==> config.mk <==
export PLATFORM = sky130hd
export DESIGN_NAME = io_pmp_check_arbiter_flat
export DESIGN_NICKNAME = d
export VERILOG_FILES = /design/src/rtl/io_pmp_check_arbiter_if.sv /design/src/rtl/io_pmp_check_arbiter.sv /design/src/flat_wrapper.sv
export SDC_FILE = /design/constraint.sdc
export NUM_CORES = 1
export LEC_CHECK = 0
export CELL_PAD_IN_SITES_DETAIL_PLACEMENT = 1
export CELL_PAD_IN_SITES_GLOBAL_PLACEMENT = 1
export CORE_ASPECT_RATIO = 0.5
export CORE_MARGIN = 4
export CORE_UTILIZATION = 26
export CTS_CLUSTER_DIAMETER = 80
export DETAILED_ROUTE_END_ITERATION = 6
export PLACE_DENSITY_LB_ADDON = 0.2
export SLEW_MARGIN = 20
export SYNTH_ARGS = -nofsm -noshare
export SYNTH_HDL_FRONTEND = slang
export SYNTH_SLANG_ARGS = --single-unit
==> constraint.sdc <==
create_clock -name clk_i -period 1.6 [get_ports clk_i]
set_input_delay 0.32 -clock clk_i [delete_from_list [all_inputs] [get_ports clk_i]]
set_output_delay 0.32 -clock clk_i [all_outputs]
set_load 0.005 [all_outputs]
==> src/rtl/io_pmp_check_arbiter_if.sv <==
// Address-check request, PMP and decision signals of the IO-PMP check arbiter.
// Denial counter signals exist only when IO_PMP_ARB_STATS_EN is defined.
interface io_pmp_check_arbiter_if #(
    parameter int unsigned PLEN = 56
`ifdef IO_PMP_ARB_STATS_EN
    , parameter int unsigned CNT_WIDTH = 16
`endif
);
    logic            ar_valid_i;
    logic            ar_ready_o;
    logic [PLEN-1:0] ar_addr_i;
    logic            aw_valid_i;
    logic            aw_ready_o;
    logic [PLEN-1:0] aw_addr_i;
    logic [PLEN-1:0] pmp_addr_o;
    logic [2:0]      pmp_access_o;
    logic            pmp_allow_i;
    logic            ar_dec_valid_o;
    logic            ar_dec_ready_i;
    logic            ar_dec_allow_o;
    logic            aw_dec_valid_o;
    logic            aw_dec_ready_i;
    logic            aw_dec_allow_o;
`ifdef IO_PMP_ARB_STATS_EN
    logic [CNT_WIDTH-1:0] ar_deny_cnt_o;
    logic [CNT_WIDTH-1:0] aw_deny_cnt_o;
    logic                 cnt_clr_i;

    modport slave (
        input  ar_valid_i, ar_addr_i, aw_valid_i, aw_addr_i, pmp_allow_i,
               ar_dec_ready_i, aw_dec_ready_i, cnt_clr_i,
        output ar_ready_o, aw_ready_o, pmp_addr_o, pmp_access_o,
               ar_dec_valid_o, ar_dec_allow_o, aw_dec_valid_o, aw_dec_allow_o,
               ar_deny_cnt_o, aw_deny_cnt_o
    );

    modport master (
        output ar_valid_i, ar_addr_i, aw_valid_i, aw_addr_i, pmp_allow_i,
               ar_dec_ready_i, aw_dec_ready_i, cnt_clr_i,
        input  ar_ready_o, aw_ready_o, pmp_addr_o, pmp_access_o,
               ar_dec_valid_o, ar_dec_allow_o, aw_dec_valid_o, aw_dec_allow_o,
               ar_deny_cnt_o, aw_deny_cnt_o
    );
`else
    modport slave (
        input  ar_valid_i, ar_addr_i, aw_valid_i, aw_addr_i, pmp_allow_i,
               ar_dec_ready_i, aw_dec_ready_i,
        output ar_ready_o, aw_ready_o, pmp_addr_o, pmp_access_o,
               ar_dec_valid_o, ar_dec_allow_o, aw_dec_valid_o, aw_dec_allow_o
    );

    modport master (
        output ar_valid_i, ar_addr_i, aw_valid_i, aw_addr_i, pmp_allow_i,
               ar_dec_ready_i, aw_dec_ready_i,
        input  ar_ready_o, aw_ready_o, pmp_addr_o, pmp_access_o,
               ar_dec_valid_o, ar_dec_allow_o, aw_dec_valid_o, aw_dec_allow_o
    );
`endif
endinterface

==> src/rtl/io_pmp_check_arbiter.sv <==
// Round-robin sharing of one combinational PMP check between the AR and AW address channels.
// Optional per-channel denial counters are enabled by defining IO_PMP_ARB_STATS_EN.
module io_pmp_check_arbiter #(
    parameter int unsigned PLEN = 56
`ifdef IO_PMP_ARB_STATS_EN
    , parameter int unsigned CNT_WIDTH = 16
`endif
) (
    input logic clk_i,
    input logic rst_ni,
    io_pmp_check_arbiter_if.slave arb
);
    localparam logic [2:0] ACCESS_READ  = 3'b001;
    localparam logic [2:0] ACCESS_WRITE = 3'b010;

    typedef enum logic [1:0] {IDLE, CHECK, RESP} state_t;

    state_t          state_q;
    logic            sel_q;
    logic            rr_q;
    logic            allow_q;
    logic [PLEN-1:0] addr_q;
    logic            ar_grant;
    logic            aw_grant;
    logic            dec_hs;

    // Readies are gated by reset so every output reads 0 while reset is held.
    assign ar_grant = rst_ni & (state_q == IDLE) & arb.ar_valid_i & (~arb.aw_valid_i | ~rr_q);
    assign aw_grant = rst_ni & (state_q == IDLE) & arb.aw_valid_i & (~arb.ar_valid_i | rr_q);
    assign dec_hs   = (state_q == RESP) & (sel_q ? arb.aw_dec_ready_i : arb.ar_dec_ready_i);

    always_ff @(posedge clk_i or negedge rst_ni) begin
        if (!rst_ni) begin
            state_q <= IDLE;
            sel_q   <= 1'b0;
            rr_q    <= 1'b0;
            allow_q <= 1'b0;
            addr_q  <= '0;
        end else begin
            case (state_q)
                IDLE: begin
                    if (ar_grant || aw_grant) begin
                        addr_q  <= aw_grant ? arb.aw_addr_i : arb.ar_addr_i;
                        sel_q   <= aw_grant;
                        state_q <= CHECK;
                    end
                end
                CHECK: begin
                    allow_q <= arb.pmp_allow_i;
                    state_q <= RESP;
                end
                RESP: begin
                    if (dec_hs) begin
                        rr_q    <= ~sel_q;
                        state_q <= IDLE;
                    end
                end
                default: state_q <= IDLE;
            endcase
        end
    end

    assign arb.ar_ready_o     = ar_grant;
    assign arb.aw_ready_o     = aw_grant;
    assign arb.pmp_addr_o     = addr_q;
    assign arb.pmp_access_o   = sel_q ? ACCESS_WRITE : ACCESS_READ;
    assign arb.ar_dec_valid_o = (state_q == RESP) & ~sel_q;
    assign arb.aw_dec_valid_o = (state_q == RESP) & sel_q;
    assign arb.ar_dec_allow_o = (state_q == RESP) & ~sel_q & allow_q;
    assign arb.aw_dec_allow_o = (state_q == RESP) & sel_q & allow_q;

`ifdef IO_PMP_ARB_STATS_EN
    logic [CNT_WIDTH-1:0] ar_cnt_q;
    logic [CNT_WIDTH-1:0] aw_cnt_q;

    // Clear has priority over a coincident denial; counters stick at all-ones.
    always_ff @(posedge clk_i or negedge rst_ni) begin
        if (!rst_ni) begin
            ar_cnt_q <= '0;
            aw_cnt_q <= '0;
        end else if (arb.cnt_clr_i) begin
            ar_cnt_q <= '0;
            aw_cnt_q <= '0;
        end else if (dec_hs && !allow_q) begin
            if (!sel_q && (ar_cnt_q != '1)) ar_cnt_q <= ar_cnt_q + CNT_WIDTH'(1);
            if (sel_q && (aw_cnt_q != '1))  aw_cnt_q <= aw_cnt_q + CNT_WIDTH'(1);
        end
    end

    assign arb.ar_deny_cnt_o = ar_cnt_q;
    assign arb.aw_deny_cnt_o = aw_cnt_q;
`endif
endmodule

==> src/flat_wrapper.sv <==
// flat-port wrapper written by rule: the top's interface ports become plain ports
module io_pmp_check_arbiter_flat 
#(
    parameter int unsigned PLEN = 56

)
  (clk_i, rst_ni, arb_ar_valid_i, arb_ar_addr_i, arb_aw_valid_i, arb_aw_addr_i, arb_pmp_allow_i, arb_ar_dec_ready_i, arb_aw_dec_ready_i, arb_ar_ready_o, arb_aw_ready_o, arb_pmp_addr_o, arb_pmp_access_o, arb_ar_dec_valid_o, arb_ar_dec_allow_o, arb_aw_dec_valid_o, arb_aw_dec_allow_o);
  io_pmp_check_arbiter_if #(.PLEN(PLEN)) arb_i ();
  input logic clk_i;
  input logic rst_ni;
  input wire logic [$bits(arb_i.ar_valid_i)-1:0] arb_ar_valid_i;
  input wire logic [$bits(arb_i.ar_addr_i)-1:0] arb_ar_addr_i;
  input wire logic [$bits(arb_i.aw_valid_i)-1:0] arb_aw_valid_i;
  input wire logic [$bits(arb_i.aw_addr_i)-1:0] arb_aw_addr_i;
  input wire logic [$bits(arb_i.pmp_allow_i)-1:0] arb_pmp_allow_i;
  input wire logic [$bits(arb_i.ar_dec_ready_i)-1:0] arb_ar_dec_ready_i;
  input wire logic [$bits(arb_i.aw_dec_ready_i)-1:0] arb_aw_dec_ready_i;
  output wire logic [$bits(arb_i.ar_ready_o)-1:0] arb_ar_ready_o;
  output wire logic [$bits(arb_i.aw_ready_o)-1:0] arb_aw_ready_o;
  output wire logic [$bits(arb_i.pmp_addr_o)-1:0] arb_pmp_addr_o;
  output wire logic [$bits(arb_i.pmp_access_o)-1:0] arb_pmp_access_o;
  output wire logic [$bits(arb_i.ar_dec_valid_o)-1:0] arb_ar_dec_valid_o;
  output wire logic [$bits(arb_i.ar_dec_allow_o)-1:0] arb_ar_dec_allow_o;
  output wire logic [$bits(arb_i.aw_dec_valid_o)-1:0] arb_aw_dec_valid_o;
  output wire logic [$bits(arb_i.aw_dec_allow_o)-1:0] arb_aw_dec_allow_o;
  assign arb_i.ar_valid_i = arb_ar_valid_i;
  assign arb_i.ar_addr_i = arb_ar_addr_i;
  assign arb_i.aw_valid_i = arb_aw_valid_i;
  assign arb_i.aw_addr_i = arb_aw_addr_i;
  assign arb_i.pmp_allow_i = arb_pmp_allow_i;
  assign arb_i.ar_dec_ready_i = arb_ar_dec_ready_i;
  assign arb_i.aw_dec_ready_i = arb_aw_dec_ready_i;
  assign arb_ar_ready_o = arb_i.ar_ready_o;
  assign arb_aw_ready_o = arb_i.aw_ready_o;
  assign arb_pmp_addr_o = arb_i.pmp_addr_o;
  assign arb_pmp_access_o = arb_i.pmp_access_o;
  assign arb_ar_dec_valid_o = arb_i.ar_dec_valid_o;
  assign arb_ar_dec_allow_o = arb_i.ar_dec_allow_o;
  assign arb_aw_dec_valid_o = arb_i.aw_dec_valid_o;
  assign arb_aw_dec_allow_o = arb_i.aw_dec_allow_o;
  io_pmp_check_arbiter #(.PLEN(PLEN)) u_core (.clk_i(clk_i), .rst_ni(rst_ni), .arb(arb_i));
endmodule
==> impl_metrics.yaml <==
floorplanning:
  pin_count: 184
  design.die.area_mm2: 0.0156
  initial_utilization_pct: 27.2
  die_height_um: 90.3
  dieWidth_um: 173
  core-area_mm2: 0.0130
  fp-row-count: 29
sta:
  timing.final.ws_setup_ns: -0.180
  period_share_pct: 111
  setup_repair_after_global_routing_missed_its_margin: "true"
  fmax_mhz: 562
  finalCriticalPeriod_ns: 1.78
  fin_hold_ws_ns: 0.144
  final-hold-violation-count: 0
  worst_slew_pin_slew_ns: 0.577
  finalMaxSlewViolations: 0
  timing.final.setup_violations: 63
  final.setup_skew_ns: 0.00695
  max_slew_margin_pct: 61.5
route:
  routed_wire_length_per_instance_um: 22.9
  firstDrtPassIters: 6
  wirelength_um: 16600
  avgViaCountPerCell: 5.49
  antenna_violating_nets_post_route: 0
  detail_route.drc_violations: 0
  first_iter_violations: 234
  num_vias: 3975
yosys:
  synthesis.instances: 370
  postSynthRegisterBits: 61
  seq_area_frac_synth_pct: 43.4
  yosys.area.top_type: "dfrtp_1"
  synth.avg_cell_area_um2: 9.52
  yosysWarningCount: 0
  synth_largest_type_area_fraction_pct: 43.4
  post_synth_instance_area_mm2: 0.00352
  synth_cell_type_count: 27
  post_synth_main_area_contributors: "dfrtp_1, o31ai_2, a31oi_1, nand4_1, a21oi_1"
  mappedNetlistNets: 489
placement:
  place_hpwl_um: 9900
  routabilityCongestion: 0.735
  port-buffer-count: 182
clock_tree:
  cts_root_buffer: "clkbuf_16"
  clock_latency_ns: 0.32
  clock_sinks: 61
  clock_tree.htree_level_count: 3
  path_clk_slew_ns: 0.06
  tritoncts_clock_tree: "done"
  numCtsBuffers: 9
  cts_buffer_depth: 2
worst_setup_path:
  timing.critical_path.slowest_stage_cell: "or3b_4"
  critical_path_data_required_time_ns: 1.28
  critical-path-top-delay-family: "simple AND/OR/NAND/NOR gates"
  crit_chain: "or3b_4 > nor3_4 > buf_2"
  max_stage_delay_ns: 0.43
  worst_setup_path_end_kind: "output pin"
  critical_path_arrival_ns: 1.46
  critical_path.reg2reg.endpoint: "u_core.arb.pmp_addr_o[48]"
  path_class: "reg -> out"
  cp-startpoint: "u_core.state_q[0]"
  reg2reg_setup_slack_ns: -0.12
  worstRegToRegCells: 6
  worst_setup_path_start_kind: "flop"
  crit_buf_inv: 1
  crit_fanout: 2
  reg2reg_from: "u_core.state_q[0]"
grt:
  grt_antenna_before_repair: 0
  global_route_wire_length_before_repair_um: 23700
  grt_max_degree: 57
  grt_overflow_total: 0
  grt_usage_pct: 18.6
  grt_pass1_vias: 4165
outcome:
  failed_checks: "negative setup slack"
  status: "complete, but fails checks"
worst_hold_path:
  holdCritPathClass: "in -> async"
layout:
  num-fill-cells: 1422
  utilization_pct: 48.3
  area_growth_syn_to_layout_pct: 77.6
  antenna_cells_inserted: 0
  fraction_of_final_layout_cells_sized_beyond_drive_strength_1_pct: 20.2
  finalNetCount: 670
power:
  peakVddDrop_mv: 0.613
  power_per_cell_area_mw_per_mm2: 1550
  power_leakage_nw: 2.30
flow_run:
  max_cap_violations: 0
[routing by layer]
metal	track usage, %	part of all wire (%)
met5	0	0
met4	3.19	0.82
met3	4.89	5.5
met2	32.4	48
met1	23.6	45
[state kept, by name, summed over array words and instances (netlist names)]
register,cells
u_core.state_q,2
u_core.sel_q,1
u_core.allow_q,1
u_core.rr_q,1
u_core.arb.pmp_addr_o,56
[final cells by class]
| cell class | instances | area, um2 | area share (%) |
|---|---|---|---|
| timing repair buffer | 227 | 2480 | 39.6 |
| multi-input combinational | 250 | 1780 | 28.5 |
| sequential | 61 | 1530 | 24.4 |
| clock buffer | 11 | 233 | 3.72 |
| tap | 170 | 213 | 3.40 |
| clock inverter | 3 | 15.0 | 0.240 |
| inverter | 2 | 7.51 | 0.120 |
[power by group]
part,switching (mW),internal [mW]
Clock,0.659,1.02
Sequential,0.447,2.29
Combinational,2.39,2.88
Total,3.49,6.19
[Yosys cell counts, drive strengths merged]
library cell,count
dfrtp,61
a21oi,58
a31oi,56
nand4,56
o31ai,56
buf,32
clkbuf,25
nor2,5
nand2,3
nor2b,3
inv,2
nand2b,2
a21o,1
and2,1
and3,1
conb,1
mux2,1
mux2i,1
nor3,1
nor3b,1
o2bb2ai,1
or2,1
or3b,1
[worst reg2reg max path, delay by kind of cell (launching register included)]
| family | cells | cell delay [ns] |
|---|---|---|
| compound gates | 1 | 0.09 |
| flops | 1 | 0.40 |
| simple gates | 2 | 0.51 |
| buf+inv | 3 | 0.58 |
[timing repair]
| action | CTS | global route |
|---|---|---|
| hold endpoints to repair | 0 | 0 |
| hold buffers | 0 | 0 |
| resized for setup | 34 | 13 |
| cloned | 1 | 8 |
| buffers inserted | 2 | 5 |
| pin swaps | 3 | 3 |
| endpoints found under the setup margin | 64 | 63 |
[through the flow]
step | instance area, um2 | cells | total power, mW | setup slack, ns | TNS [ns]
final | 6250 | 724 | 9.68 | -0.180 | -5.17
after floorplan | 3530 | 370 | 4.64 | 0.0209 | 0
after CTS | 5980 | 711 | 9.23 | -0.153 | -3.81
after detailed placement | 5640 | 694 | 7.31 | -0.359 | -13.01
after global routing | 6250 | 724 | 10.2 | -0.211 | -7.98
after global placement | 5640 | 694 | 7.22 | -0.345 | -12.25
[kinds of logic after synthesis]
family | count (synthesis) | synth area share [%]
AOI/OAI and AO/OA | 172 | 34.7
and+or+nand+nor | 75 | 13.0
DFF | 61 | 43.4
buffers and inverters | 59 | 8.24
muxes | 2 | 0.604
other | 1 | 0.107
[worst max-delay path by stage]
stage,slack [ns],depth (start not counted),end
2_1_floorplan,0.02,4,arb_aw_ready_o
3_3_place_gp,-0.34,4,arb_aw_ready_o
3_5_place_dp,-0.36,4,arb_aw_ready_o
4_1_cts,-0.15,3,arb_aw_ready_o
5_1_grt,-0.21,5,arb_aw_dec_allow_o
6_report,-0.18,3,arb_aw_ready_o
[placed cells by master, fill, tap and decap left out]
| cell type | count |
|---|---|
| buf_8 | 3 |
| nand2_1 | 3 |
| and3_1 | 1 |
| and2_4 | 1 |
| a31oi_1 | 56 |
| mux2i_1 | 1 |
| nor2b_1 | 1 |
| conb_1 | 1 |
| dfrtp_1 | 61 |
| clkdlybuf4s15_2 | 4 |
| o31ai_2 | 35 |
| or3b_4 | 1 |
| a21o_1 | 1 |
| nor3_4 | 1 |
| clkbuf_1 | 2 |
| clkdlybuf4s50_1 | 172 |
| or2_2 | 1 |
| nand2b_2 | 1 |
| a21oi_1 | 58 |
| clkinv_2 | 3 |
| buf_4 | 19 |
| inv_2 | 2 |
| mux2_2 | 1 |
| clkbuf_16 | 14 |
| nor2_1 | 5 |
| buf_6 | 3 |
| o2bb2ai_1 | 1 |
| nand4_1 | 56 |
| dlymetal6s2s_1 | 1 |
| o31ai_1 | 21 |
| nor2b_4 | 2 |
| buf_12 | 12 |
| buf_16 | 3 |
| nor3b_4 | 1 |
| buf_2 | 4 |
| nand2b_4 | 1 |
| dlygate4sd2_1 | 1 |
No activity file was read; power rests on OpenSTA's default activity.
